**src/rtl/fir_trig_pkg.sv**
```systemverilog
// Shared state encoding and default widths for the FIR trigger acquisition sequencer.
// Definitions only: no latency, no flow control.
package fir_trig_pkg;
   localparam int NCH     = 4;
   localparam int WIN_W   = 12;
   localparam int CNT_W   = 16;
   localparam int COINC_W = 3;

   typedef enum logic [2:0] {
      IDLE,
      ARMED,
      CAPTURE,
      READOUT,
      HOLDOFF
   } seq_state_t;
endpackage

```
**src/rtl/sat_counter.sv**
```systemverilog
// Saturating up-counter: sticks at all ones instead of wrapping.
// Increment is visible one cycle after inc; no backpressure.
module sat_counter #(
   parameter int W = 16
) (
   input  logic         clk,
   input  logic         rst_n,
   input  logic         inc,
   output logic [W-1:0] cnt
);
   always_ff @(posedge clk or negedge rst_n) begin
      if (!rst_n) begin
         cnt <= '0;
      end else if (inc && (cnt != '1)) begin
         cnt <= cnt + W'(1);
      end
   end
endmodule

```
**src/rtl/fir_trig_sequencer.sv**
```systemverilog
// Acquisition sequencer: tot rising edge -> capture window -> readout handshake -> holdoff.
// All outputs registered one cycle after the sampling edge; rd_req is held until rd_ack.
// Build option FIR_TRIG_SEQUENCER_COINC_EN adds coinc_n, a minimum masked-channel coincidence.
module fir_trig_sequencer #(
   parameter int WIN_W = fir_trig_pkg::WIN_W,
   parameter int CNT_W = fir_trig_pkg::CNT_W,
   parameter int NCH   = fir_trig_pkg::NCH
) (
   input  logic             clk,
   input  logic             reset_n,
   input  logic             arm,
   input  logic [NCH-1:0]   ch_mask,
   input  logic [NCH-1:0]   tot_in,
   input  logic             fvalid_in,
   input  logic [WIN_W-1:0] win_len,
   input  logic [WIN_W-1:0] holdoff_len,
   input  logic             rd_ack,
`ifdef FIR_TRIG_SEQUENCER_COINC_EN
   input  logic [fir_trig_pkg::COINC_W-1:0] coinc_n,
`endif
   output logic             capture_en,
   output logic             pause_override,
   output logic             trig_stb,
   output logic [NCH-1:0]   trig_pattern,
   output logic             rd_req,
   output logic             busy,
   output logic [CNT_W-1:0] trig_count,
   output logic [CNT_W-1:0] lost_count
);
   import fir_trig_pkg::*;

   seq_state_t       state, state_nxt;
   logic [WIN_W-1:0] cnt, cnt_nxt;
   logic [NCH-1:0]   tot_prev, hit, rise;
   logic             qual, accept, lost_inc, capture_nxt, rd_req_nxt;

   assign hit  = tot_in & ch_mask;
   assign rise = hit & ~tot_prev;

`ifdef FIR_TRIG_SEQUENCER_COINC_EN
   logic [COINC_W-1:0] nhit, need;

   always_comb begin
      nhit = '0;
      for (int i = 0; i < NCH; i++) begin
         nhit = nhit + COINC_W'(hit[i]);
      end
   end

   assign need = (coinc_n == '0) ? COINC_W'(1) : coinc_n;
   assign qual = fvalid_in & (|rise) & (nhit >= need);
`else
   assign qual = fvalid_in & (|rise);
`endif

   assign busy = (state != IDLE) && (state != ARMED);

   always_comb begin
      state_nxt   = state;
      cnt_nxt     = cnt;
      capture_nxt = 1'b0;
      rd_req_nxt  = 1'b0;
      accept      = 1'b0;
      lost_inc    = 1'b0;
      case (state)
         IDLE: begin
            if (arm) state_nxt = ARMED;
         end
         ARMED: begin
            if (!arm) begin
               state_nxt = IDLE;
            end else if (qual) begin
               accept    = 1'b1;
               state_nxt = CAPTURE;
               cnt_nxt   = (win_len == '0) ? WIN_W'(1) : win_len;
            end
         end
         // First CAPTURE cycle carries trig_stb; the window opens one cycle later.
         CAPTURE: begin
            lost_inc = qual;
            if (cnt == '0) begin
               state_nxt  = READOUT;
               rd_req_nxt = 1'b1;
            end else begin
               capture_nxt = 1'b1;
               cnt_nxt     = cnt - WIN_W'(1);
            end
         end
         READOUT: begin
            lost_inc = qual;
            if (!rd_ack) begin
               rd_req_nxt = 1'b1;
            end else if (holdoff_len == '0) begin
               state_nxt = arm ? ARMED : IDLE;
            end else begin
               state_nxt = HOLDOFF;
               cnt_nxt   = holdoff_len;
            end
         end
         HOLDOFF: begin
            lost_inc = qual;
            if (cnt <= WIN_W'(1)) begin
               state_nxt = arm ? ARMED : IDLE;
            end else begin
               cnt_nxt = cnt - WIN_W'(1);
            end
         end
         default: state_nxt = IDLE;
      endcase
   end

   always_ff @(posedge clk or negedge reset_n) begin
      if (!reset_n) begin
         state          <= IDLE;
         cnt            <= '0;
         tot_prev       <= '0;
         capture_en     <= 1'b0;
         pause_override <= 1'b0;
         trig_stb       <= 1'b0;
         trig_pattern   <= '0;
         rd_req         <= 1'b0;
      end else begin
         state          <= state_nxt;
         cnt            <= cnt_nxt;
         tot_prev       <= tot_in;
         capture_en     <= capture_nxt;
         pause_override <= capture_nxt;
         trig_stb       <= accept;
         rd_req         <= rd_req_nxt;
         if (accept) trig_pattern <= hit;
      end
   end

   sat_counter #(.W(CNT_W)) u_trig_cnt (
      .clk   (clk),
      .rst_n (reset_n),
      .inc   (accept),
      .cnt   (trig_count)
   );

   sat_counter #(.W(CNT_W)) u_lost_cnt (
      .clk   (clk),
      .rst_n (reset_n),
      .inc   (lost_inc),
      .cnt   (lost_count)
   );
endmodule

```
**config.mk**
```make
export PLATFORM = sky130hd
export DESIGN_NAME = fir_trig_sequencer
export DESIGN_NICKNAME = d
export VERILOG_FILES = /design/src/rtl/fir_trig_pkg.sv /design/src/rtl/sat_counter.sv /design/src/rtl/fir_trig_sequencer.sv
export SDC_FILE = /design/constraint.sdc
export NUM_CORES = 1
export LEC_CHECK = 0
export CORE_ASPECT_RATIO = 2
export CORE_UTILIZATION = 41
export CTS_CLUSTER_SIZE = 40
export DETAILED_ROUTE_END_ITERATION = 16
export PLACE_DENSITY_LB_ADDON = 0.05
export SETUP_SLACK_MARGIN = 0.5
export SYNTH_ARGS = -nofsm -noshare
export SYNTH_HDL_FRONTEND = slang
export SYNTH_SLANG_ARGS = --single-unit
```
**constraint.sdc**
```tcl
create_clock -name clk -period 1.88 [get_ports clk]
set_clock_uncertainty 0.1 [all_clocks]
set_input_delay 0.188 -clock clk [delete_from_list [all_inputs] [get_ports clk]]
set_output_delay 0.188 -clock clk [all_outputs]
set_load 0.02 [all_outputs]
```
Word level (Yosys, flattened, before mapping)
Cells that the tools add are included.

Register bits after elaboration: 58. Bits of input ports: 37. Output and inout bits: 41. Word-level logic and storage cells: 73.

$add $sub $neg: 3. Magnitude comparators: 1. Equal/unequal tests: 17. Muxes and demuxes: 26. Bitwise gates (word level): 4. Reduce and logical (&&, ||, !) cells: 13.

Operators by type and width (number): $mux 12 (7); $pmux 12 s4 (1); $logic_not 12->1 (3); $add 16x1->16 const B (2); $ne 16x16->1 const B (2); $mux 3 (7); $ne 2x2->1 const B (9); $pmux 3 s5 (1); $le 12x1->1 const B (1); $sub 12x1->12 const B (1); $mux 1 (9); $and 4x4->4 (2); $reduce_and 7->1 (1); $eq 3x2->1 const B (2); $reduce_and 5->1 (1); $not 4->4 (1); $reduce_bool 4->1 (1); $reduce_or 4->1 (1); $eq 3x1->1 const B (1); $eq 3x3->1 const B (1); $logic_and 1x1->1 (3); $logic_not 3->1 (1); $ne 3x1->1 const B (1); $ne 3x3->1 const B (1); 4 further kinds (4).

Logic depth before layout (Yosys ltp)
Depth after elaboration: 8. Mapped depth: 8. Depth with buffers taken out: 7.

Hierarchy
A second synthesis with hierarchy kept.

Cells, all modules: 355. Area total of the unflattened synthesis: 3492.1 um2.

By module, submodules not included: fir_trig_sequencer (instances 1, cells an instance 211, area an instance 1773.0 um2, sequential area each 650.6 um2); sat_counter (instances 2, cells an instance 72, area an instance 859.6 um2, sequential area each 400.4 um2).

Least setup slack after synthesis
Ideal clock, no wire load.

Kind: register to register. From: register u_lost_cnt.cnt[0]. To: register u_lost_cnt.cnt[4]. Setup time: 133 ps. Arrival time: 1826 ps. Data required time: 1647 ps. Path slack: -179 ps. Cell stages (with the launch flop): 7. Path buffers: 0. Period minus slack after synthesis: 2059 ps. Path through: dfrtp_1 > ha_1 > nand2_1 > nor4_1 > a211oi_4 > and3_1 > xor2_1.

Cells in the longest elaborated chain, start to end: 2. Elaborated cells between the ends (all ways): 3. Those cells by class: 1 x add/sub; 1 x eq/ne; 1 x reduce/logical.

Ends and longest elaborated chain: from (decl) (line sat_counter.sv:9) `output logic [W-1:0] cnt`; from (signal assigned) (line sat_counter.sv:15) `cnt <= cnt + W'(1);`; branches (longest 2 deep; another with $add 16x1->16).

Parallel ways; which one is timed is not known. A chain may end at the register's enable or synchronous reset.

Final worst setup path
From: register cnt[0]. To: register cnt[1].

Cells in the longest elaborated chain, start to end: 3. Elaborated cells between the ends (all ways): 9. Those cells by class: 1 x add/sub; 1 x order compare; 2 x eq/ne; 3 x mux; 2 x reduce/logical.

Ends and longest elaborated chain: from (decl) (line fir_trig_sequencer.sv:33) `logic [WIN_W-1:0] cnt, cnt_nxt;`; from (signal assigned) (line fir_trig_sequencer.sv:124) `cnt <= cnt_nxt;`; $sub 12x1->12 (tied with other cells) (line fir_trig_sequencer.sv:86, fir_trig_sequencer.sv:105); $mux 12 (tied with other cells) (line fir_trig_sequencer.sv:102) `if (cnt <= WIN_W'(1)) begin`; $pmux 12 s4 / $reduce_and 7->1 (equally long branches).

Several ways; a longest one is shown, not always the timed one. The select of a mux whose other input is x is not followed.

==> impl.org <==
** Synth
- In this run the mean area of a mapped cell was 9.65 sq um.
- After synthesis the netlist holds a flip-flop and latch count of 58.
- Summing the sequential cell areas from Yosys gives 45.0% of the chip area.
- Sorting the synthesized cells by how often they occur yields sky130_fd_sc_hd__dfrtp_1 (58), sky130_fd_sc_hd__nor2_1 (28), sky130_fd_sc_hd__nand2_1 (27), sky130_fd_sc_hd__xnor2_1 (19), sky130_fd_sc_hd__o21ai_0 (16).
- Predominant post-synthesis flop cell :: sky130_fd_sc_hd__dfrtp_1
- Synthesis produced 334 cells.
- The synthesized design spends more area on one cell type than any other, namely sky130_fd_sc_hd__dfrtp_1.
- Async set-or-reset flop fraction in the synthesized netlist :: 100%
- Summing every instance area after synthesis gives 3220 sq um.
- The top cell type by area accounts for 45.0% of the synthesized area.
- Counting flops with a built-in enable in the synthesized netlist gives 0.
- Synthesis produced a netlist with a net count of 376.
- Sorting the synthesized cells by area gives the leading types as sky130_fd_sc_hd__dfrtp_1 (45%), sky130_fd_sc_hd__xnor2_1 (5.2%), sky130_fd_sc_hd__nor2_1 (3.3%).
- Most frequently used cell type in the post-synthesis netlist :: sky130_fd_sc_hd__dfrtp_1
- For this run, the number of Yosys warnings is 0.
- In this run, distinct cell masters in the synthesized netlist total 56.

** GRT
- The initial antenna violation count is 0.
- Entering global routing, the biggest net connects 59 pins.
- Global router's overall resource usage :: 29.5%
- Leftover overflow at the end of global routing :: 0
- The number of global-route vias before repair was 3646.
- First-pass GRT wire length :: 17800 microns

** Drt
- After detailed routing, the average wire length per cell comes to 19.7 microns.
- Post-detailed-route DRC marker count :: 0
- The count of nets left with antenna violations once routing finished came out at 0.
- Using the TritonRoute via totals, the vias-per-cell ratio works out to 5.70.
- Wire length after detailed routing :: 12400 microns
- The first detailed-routing pass took 4 iterations.
- Number of vias in the routed layout :: 3571
- After the first detailed-routing iteration, the DRC count stood at 246.

** Worst setup path
- STA classifies the critical path startpoint as a flop.
- By startpoint and endpoint, the worst setup path is classified as reg2reg.
- The worst setup path is captured at a flop.
- In this run the worst path has a maximum fanout of 4.
- Reg-to-reg critical path startpoint :: cnt[0]
- Critical path data required time :: 2.00 ns
- Counting cells, the worst reg-to-reg path comes to 7.
- Flop-to-flop setup slack :: -0.24 ns
- Arr. time, crit path :: 2.24 ns
- Terminus of the critical flop-to-flop path :: cnt[1]

** Power
- Across the VDD grid, the largest voltage drop is 0.000949 V.
- In this run the static leakage power is 2.78 nW.
- Power consumption :: 0.00567 W
- Total power divided by cell area :: 949 nW/um^2

** Timing
- After layout, the worst path uses 113% of the clock period.
- RSZ-0062 raised after global routing :: true
- Endpoints failing setup :: 29
- Minimum setup slack in the final design :: -0.240 ns
- Final critical path time including I/O delays and setup :: 2.12 ns
- Hold WS :: 0.238 ns
- Final Hold Violating Endpoints :: 0
- Slew at the pin closest to its max-slew limit :: 0.528 ns
- Adding up every negative setup slack in the final design gives -3.31 ns.
- The final max-slew violation count is 0.
- Highest achievable clock rate :: 472 MHz
- Headroom to the max-slew limit :: 64.8%

** Placement
- Placed instance area :: 4950 sq um
- Placer's final routability congestion estimate :: 0.939
- Half-perimeter wire length of the detailed placement result :: 8200 microns
- Port buffering added 77 buffers.

** Clock tree
- Number of clock sinks seen by CTS :: 58
- Clk_lat worst skew :: 0.34 ns
- H-tree depth reported by CTS :: 3
- TritonCTS Buffers :: 9
- Clock tree synthesis selected as its root buffer the cell sky130_fd_sc_hd__clkbuf_16.
- Clock tree from TritonCTS :: yes
- Clock-pin slew of the registers on the worst-case setup and hold paths :: 0.05 ns
- Largest buffer count on any clock path :: 2

** Run status
- The flow ran to the end, but the final reports show violations.
- The final reports fail on negative setup slack.

** Floorplanning
- The initialized floorplan defines 45 standard-cell rows.
- Initial core utilization :: 42.4%
- The die is 64.7 microns wide.
- The die covers 8240 sq um.
- Die Span Y :: 127 microns
- In this run the standard cell core region covers 7600 sq um.
- 78 I/O pins were placed.

** Flow run
- Number of violations of the max-capacitance limit :: 0

** Cells and area
- After routing the design area is 5970 sq um.
- Cells with a size suffix above 1 make up 51.8% of the layout.
- For this run, the post-layout net count is 570.
- Number of diodes added for antenna fixing :: 0
- The area growth from synthesis to layout is 85.4%.

** Min path
- The worst hold path terminates at tot_prev[2].
- Along the worst hold path, the cell count comes to 1.
- Hold path start :: tot_in[2]
- The tightest min-delay check is of the in2reg type.
cells in the final DEF, fill, tap and decap left out, types with 8 or more instances in the layout:
master and n:
sky130_fd_sc_hd__and3_1 11, sky130_fd_sc_hd__buf_2 19, sky130_fd_sc_hd__buf_6 26, sky130_fd_sc_hd__nand2_1 18, sky130_fd_sc_hd__clkbuf_16 9, sky130_fd_sc_hd__nand3_1 9, sky130_fd_sc_hd__xnor2_2 8, sky130_fd_sc_hd__nor4_1 8
sky130_fd_sc_hd__buf_4 90, sky130_fd_sc_hd__clkdlybuf4s50_1 35, sky130_fd_sc_hd__xor2_1 10, sky130_fd_sc_hd__o41ai_4 8, sky130_fd_sc_hd__o21ai_2 8, sky130_fd_sc_hd__xnor2_1 11, sky130_fd_sc_hd__nor2_1 20, sky130_fd_sc_hd__dfrtp_1 46
sky130_fd_sc_hd__nand4_1 9, sky130_fd_sc_hd__dlygate4sd2_1 10, sky130_fd_sc_hd__dfrtp_2 12
critical path, cell delays in order, from the launching register on:
cell and delay (ns):
sky130_fd_sc_hd__dfrtp_2 0.42, sky130_fd_sc_hd__inv_2 0.07, sky130_fd_sc_hd__buf_6 0.12, sky130_fd_sc_hd__ha_4 0.14, sky130_fd_sc_hd__nor3b_4 0.16, sky130_fd_sc_hd__a31o_2 0.26
sky130_fd_sc_hd__or3_4 0.42, sky130_fd_sc_hd__mux2_4 0.31
power by group:
part           internal [W]  total (W)  switching [W]
clock              0.000920    0.00149       0.000573
sequential          0.00147    0.00167       0.000204
combinational       0.00133    0.00250        0.00118
total               0.00372    0.00567        0.00195
worst max path at each step:
stage / endpoint / slack (ns) / from
floorplan: u_lost_cnt.cnt[1] / -0.16 / state[1]
global placement: cnt[0] / -0.36 / holdoff_len[7]
detailed placement: cnt[1] / -0.37 / holdoff_len[7]
CTS: cnt[1] / -0.27 / cnt[1]
global route: cnt[6] / -0.36 / cnt[0]
finish: cnt[1] / -0.24 / cnt[0]
stage by stage:
step	std cells	util [%]	worst slack, ns
2_1_floorplan	334	-	-0.156
3_3_place_gp	586	65.1	-0.359
4_1_cts	615	73.6	-0.270
5_1_grt	627	78.6	-0.356
6_report	627	78.6	-0.240
3_5_place_dp	586	65.1	-0.366
cell families (layout without fill, tap and decap cells):
logic type	after synthesis	after routing	synth area share, %
mux	4	4	1.36
fa+ha+maj	5	5	1.94
flops	58	58	45.0
simple gates	147	147	24.5
buf+inv	22	221	3.34
xor+xnor	29	29	7.88
compound gates	69	69	16.0
registers in the layout, summed over array words and instances (netlist names):
register	cells
u_lost_cnt.cnt	16
u_trig_cnt.cnt	16
cnt	12
tot_prev	4
trig_pattern	4
state	3
pause_override	1
rd_req	1
trig_stb	1
metal layers:
metal	routed length, microns	up-vias	share of wire [%]	global-route usage [%]
met3	423	54	3.4	6.52
met5	0	-	0	0
li1	-	1640	-	-
met2	6960	127	56	55.5
met4	869	0	7.0	21.0
met1	4130	1750	33	26.3
cell type report:
cell class	count	area, sq um
multi-input cells	254	2390
repair buffers	198	1700
fillers	532	1630
flip-flops and latches	58	1470
clock buffers	13	250
well taps	94	118
inverters	7	33.8
clock inverters	3	15.0
repair_timing:
item / CTS / global route
resized for setup: 178 / 74
pin swaps: 38 / 32
hold buffers: 1 / 0
setup endpoints to repair: 95 / 66
endpoints found under the hold margin: 58 / 0
setup buffers: 11 / 11
gates cloned: 1 / 1
(Power assumes the default switching activity.)
